===== src/rtl/divisibility_by_n_serial.sv =====
// divisibility_by_n_serial
// Bit-serial remainder tracker for a constant divisor. An unsigned number
// arrives MSB-first in K-bit chunks; the running remainder, a divisible flag
// and a saturating bit count are kept per number. When the final chunk is
// accepted, a one-cycle res_valid pulse publishes the final remainder, and
// the running state restarts for the next number without an idle cycle.

module divisibility_by_n_serial #(
  parameter int DIVISOR = 5,
  parameter int K       = 1,
  parameter int CNT_W   = 16,
  localparam int REM_W  = (DIVISOR > 2) ? $clog2(DIVISOR) : 1
) (
  input  logic             clk,
  input  logic             rst,
  input  logic             clear,
  input  logic             in_valid,
  input  logic [K-1:0]     in_data,
  input  logic             in_last,
  output logic [REM_W-1:0] rem,
  output logic             divisible,
  output logic [CNT_W-1:0] nbits,
  output logic             res_valid,
  output logic [REM_W-1:0] res_rem,
  output logic             res_divisible
);

  // One extra bit holds 2r+b before the conditional subtract; because r is
  // always below DIVISOR, 2r+1 <= 2*DIVISOR-1 fits without truncation.
  localparam int EXT_W = REM_W + 1;
  localparam logic [EXT_W-1:0] DIV_EXT = EXT_W'(DIVISOR);

  // The counter sum is widened by four bits so that any K up to 8 is added
  // without overflow before the saturation compare.
  localparam int SUM_W = CNT_W + 4;
  localparam logic [SUM_W-1:0] K_EXT   = SUM_W'(K);
  localparam logic [SUM_W-1:0] CNT_TOP = {{4{1'b0}}, {CNT_W{1'b1}}};

  // Per-cycle operation selected from the control inputs. Reset is handled
  // ahead of this decode inside the register block.
  typedef enum logic [1:0] {
    OP_HOLD  = 2'd0,
    OP_DATA  = 2'd1,
    OP_LAST  = 2'd2,
    OP_FLUSH = 2'd3
  } op_t;

  op_t              op_s;
  logic [REM_W-1:0] next_rem_s;
  logic             next_zero_s;
  logic [SUM_W-1:0] cnt_sum_s;
  logic [CNT_W-1:0] cnt_next_s;

  logic [REM_W-1:0] rem_r;
  logic             divisible_r;
  logic [CNT_W-1:0] nbits_r;
  logic             res_valid_r;
  logic [REM_W-1:0] res_rem_r;
  logic             res_divisible_r;

  // Single shift-and-reduce step: r = 2r + b, minus DIVISOR if that reached it.
  function automatic logic [REM_W-1:0] mod_step(
    input logic [REM_W-1:0] r,
    input logic             b
  );
    logic [EXT_W-1:0] t;
    t = {r, b};
    if (t >= DIV_EXT) begin
      t = t - DIV_EXT;
    end else begin
      t = t;
    end
    return t[REM_W-1:0];
  endfunction

  // Fold a whole K-bit chunk into the remainder, most significant bit first.
  function automatic logic [REM_W-1:0] mod_chunk(
    input logic [REM_W-1:0] r,
    input logic [K-1:0]     d
  );
    logic [REM_W-1:0] acc;
    acc = r;
    for (int i = K - 1; i >= 0; i--) begin
      acc = mod_step(acc, d[i]);
    end
    return acc;
  endfunction

  // Decode what this cycle does; clear outranks any data on the bus.
  always_comb begin
    op_s = OP_HOLD;
    if (clear) begin
      op_s = OP_FLUSH;
    end else if (in_valid && in_last) begin
      op_s = OP_LAST;
    end else if (in_valid) begin
      op_s = OP_DATA;
    end else begin
      op_s = OP_HOLD;
    end
  end

  // Remainder after folding in the presented chunk (only used when accepted).
  always_comb begin
    next_rem_s  = mod_chunk(rem_r, in_data);
    next_zero_s = (next_rem_s == {REM_W{1'b0}});
  end

  // Saturating bit count: sticks at all-ones rather than wrapping.
  always_comb begin
    cnt_sum_s  = {{4{1'b0}}, nbits_r} + K_EXT;
    cnt_next_s = nbits_r;
    if (cnt_sum_s > CNT_TOP) begin
      cnt_next_s = {CNT_W{1'b1}};
    end else begin
      cnt_next_s = cnt_sum_s[CNT_W-1:0];
    end
  end

  // Running state and result registers; every output comes from a flop.
  always_ff @(posedge clk) begin
    if (rst) begin
      rem_r           <= {REM_W{1'b0}};
      divisible_r     <= 1'b1;
      nbits_r         <= {CNT_W{1'b0}};
      res_valid_r     <= 1'b0;
      res_rem_r       <= {REM_W{1'b0}};
      res_divisible_r <= 1'b1;
    end else begin
      case (op_s)
        OP_FLUSH: begin
          rem_r       <= {REM_W{1'b0}};
          divisible_r <= 1'b1;
          nbits_r     <= {CNT_W{1'b0}};
          res_valid_r <= 1'b0;
        end
        OP_LAST: begin
          res_valid_r     <= 1'b1;
          res_rem_r       <= next_rem_s;
          res_divisible_r <= next_zero_s;
          rem_r           <= {REM_W{1'b0}};
          divisible_r     <= 1'b1;
          nbits_r         <= {CNT_W{1'b0}};
        end
        OP_DATA: begin
          rem_r       <= next_rem_s;
          divisible_r <= next_zero_s;
          nbits_r     <= cnt_next_s;
          res_valid_r <= 1'b0;
        end
        OP_HOLD: begin
          res_valid_r <= 1'b0;
        end
        default: begin
          res_valid_r <= 1'b0;
        end
      endcase
    end
  end

  assign rem           = rem_r;
  assign divisible     = divisible_r;
  assign nbits         = nbits_r;
  assign res_valid     = res_valid_r;
  assign res_rem       = res_rem_r;
  assign res_divisible = res_divisible_r;

endmodule


===== config.mk =====
export PLATFORM = sky130hd
export DESIGN_NAME = divisibility_by_n_serial
export DESIGN_NICKNAME = d
export VERILOG_FILES = /design/src/rtl/divisibility_by_n_serial.sv
export SDC_FILE = /design/constraint.sdc
export NUM_CORES = 1
export LEC_CHECK = 0
export CORE_MARGIN = 8
export CORE_UTILIZATION = 44
export DETAILED_ROUTE_END_ITERATION = 10
export PLACE_DENSITY = 0.83
export SYNTH_ARGS = -nofsm -noshare
export SYNTH_HDL_FRONTEND = slang
export SYNTH_SLANG_ARGS = --single-unit

===== constraint.sdc =====
create_clock -name clk -period 2 [get_ports clk]
set_input_delay 0.4 -clock clk [delete_from_list [all_inputs] [get_ports clk]]
set_output_delay 0.4 -clock clk [all_outputs]
set_load 0.05 [all_outputs]

==> qor.yml <==
cp_slowest_stage_delay_ns: 0.83
finalSetupTns_ns: 0
clkTransAtPathRegs_ns: 0.14
cp_slowest_cell: "clkdlybuf4s50_1"
grt_max_degree: 26
outcome: "finished, final reports clean"
synth-seq-cells: 25
max_clock_freq_mhz: 509.5
post-route-drc-count: 0
p_leak_nw: 0.8188
dr_total_vias: 1432
grt_pass1_vias: 1338
grt_pass1_wl_um: 5989
grt_overflow_total: 0
arrival_ns: 1.56
viasPerCell: 5.683
cts_buffers: 3
synthToLayoutAreaGrowth_pct: 36.58
placed_cell_area_um2: 1795
fin_crit_sh_pct: 98.14
die_h_um: 71.34
skew_ns: 0.006665
slew_headroom_pct: 66.16
reg2reg_to: "nbits[3]$_SDFFE_PP0P_"
place_ws_ns: -0.1572
syn_area_per_cell_um2: 7.744
dr.first_iter.drc_count: 115
cts_tree: "yes"
hold_violations: 0
crit_type: "reg -> out"
synthCells: 174
ios: 31
worstHoldStart: "nbits[15]$_SDFFE_PP0P_"
async_flop_share_pct: 0
layout.cells.non_filler: 252
antenna_found_initial: 0
synth_area_leaders: "dfxtp_1 (37%), a21oi_1 (8.5%), o21ai_0 (7.8%)"
seqPwrFrac_pct: 59.9
rows: 20
crit_end: "rem[2]"
power_density_nw_per_um2: 457.0
rsz0062_at_grt: "no"
r2r_slack_ns: 0.25
crit_chain: "clkdlybuf4s50_1"
synth-seq-area-share_pct: 37.14
setup_viol: 0
ff2ff_path_depth: 6
ir_drop_mv: 0.3156
holdWs_ns: 0.5010
swShare_pct: 25.75
routabilityCongestion: 0.8320
synth_nets: 184
cts_sinks: 25
p_switching_w: 0.0002166
startpoint: "rem[2]$_SDFFE_PP0P_"
drt_wl_total_um: 3485
synthFlopType: "dfxtp_1"
syn_area_um2: 1348
post_cts_buffers: 0
yosys-top-cells-count: "dfxtp_1 (25), a21oi_1 (23), o21ai_0 (21)"
r2r_start: "nbits[0]$_SDFFE_PP0P_"
drv_cap: 0
synth.most_common_cell: "dfxtp_1"
p_int_w: 0.0006246
cts_root_buf: "clkbuf_4"
post_drt_wl_per_cell_um: 13.83
start_util_pct: 45.25
fin_crit_ns: 1.963
cp.depth: 1
dp_cells: 248
start_kind: "flop"
final_nets: 230
cts_max_level: 1
worstMarginPinSlew_ns: 0.5061
ant_nets: 0
final.setup.worst_slack_ns: 0.03718
clk_path_buf_depth: 2
worstSkewPairLatency_ns: 0.32
dr.pass1.iters: 4
crit_buf_inv: 1
cts_hold_buf: 0
hpwl_um: 2628
dieWidth_um: 71.34
yosysWarnings: 0
power_frac_comb_pct: 12.8
drv_slew: 0
synth.distinct_cells: 40
core_um2: 2978
yosysTopAreaCell: "dfxtp_1"
crit_family: "buffers and inverters"
antenna_cells: 0
cts-resized-gates: 1
synth_top_cell_area_share_pct: 37.14
dieArea_um2: 5089
port_buffers: 30
critPathRequiredTime_ns: 1.60
drive_gt1_share_pct: 20.55
crit_path_end_kind: "primary output"
grtUsageTotal_pct: 14.10
final_area_um2: 1841
p_clk_share_pct: 27.3
synth_edf_count: 0
min_path_type: "reg -> reg"
crit_path_max_fanout: 4
-- how the worst min path moves through the flow --
stage	to	slack (ns)	cells past startpoint
2_1_floorplan	divisible$_SDFFE_PP1P_	0.50	2
3_5_place_dp	res_divisible$_SDFFE_PP1N_	0.48	2
4_1_cts	res_divisible$_SDFFE_PP1N_	0.51	2
3_3_place_gp	res_divisible$_SDFFE_PP1N_	0.47	2
6_report	nbits[15]$_SDFFE_PP0P_	0.50	2
5_1_grt	nbits[15]$_SDFFE_PP0P_	0.54	2
-- cells by family after synthesis --
| group | Yosys count | share of synthesized area, % |
|---|---|---|
| and+or+nand+nor | 63 | 24.42 |
| adders and majority gates | 4 | 3.714 |
| AOI/OAI and AO/OA | 57 | 23.31 |
| DFF | 25 | 37.14 |
| muxes | 4 | 3.064 |
| xor gates and xnor gates | 5 | 3.250 |
| buffers and inverters | 16 | 5.106 |
-- registers in the layout, indices dropped and copies added, names as in the netlist --
| register | count |
|---|---|
| res_rem | 3 |
| divisible | 1 |
| res_divisible | 1 |
| res_valid | 1 |
| rem | 3 |
| nbits | 16 |
-- area by class of cell --
class | count | area (um2)
Timing Repair Buffer | 51 | 454.2
Tap cell | 33 | 41.29
Multi-Input combinational cell | 133 | 793.3
Fill cell | 259 | 1137
Clock buffer | 3 | 22.52
Clock inverter | 1 | 5.005
Inverter | 6 | 22.52
Sequential cell | 25 | 501.7
-- per-layer routing --
metal  part of all wire (%)  track usage [%]  up-vias
met3                    7.6            1.813        4
met1                     44            17.60      648
met2                     47            23.47       54
met5                      0                0        -
li1                       -                -      726
met4                    1.4            6.236        0
-- per-stage QoR --
step,power [W],utilization [%]
finish,0.0008412,61.81
global route,0.0008750,61.81
CTS,0.0008506,61.18
detailed placement,0.0006224,60.29
global placement,0.0006216,60.29
floorplan,0.0005733,-
-- power by group through the flow --
stage / combinational [W] / sequential (W) / clock, W
finish: 0.000108 / 0.000504 / 0.000229
global route: 0.000118 / 0.000505 / 0.000252
CTS: 0.000108 / 0.000504 / 0.000238
detailed placement: 0.000107 / 0.000515 / 0
global placement: 0.000107 / 0.000515 / 0
floorplan: 0.0000434 / 0.000530 / 0
-- cell usage in the layout, fill, tap and decap left out, types with 2 or more instances in the layout --
cell type / instances
dfxtp_1: 24
a31oi_1: 4
a21oi_1: 22
and4_1: 2
buf_4: 31
o21ai_0: 21
nor2_1: 14
inv_1: 5
nand2b_1: 2
nand3_1: 7
mux2i_1: 3
clkdlybuf4s50_1: 13
or3_1: 2
clkbuf_4: 3
dlymetal6s2s_1: 5
or2_2: 2
ha_1: 4
xnor2_1: 3
nand2_1: 14
a22oi_1: 2
xor2_1: 2
nand4_1: 5
nor3_1: 5
nor4_1: 2
Power figures use the tool's default switching activity.
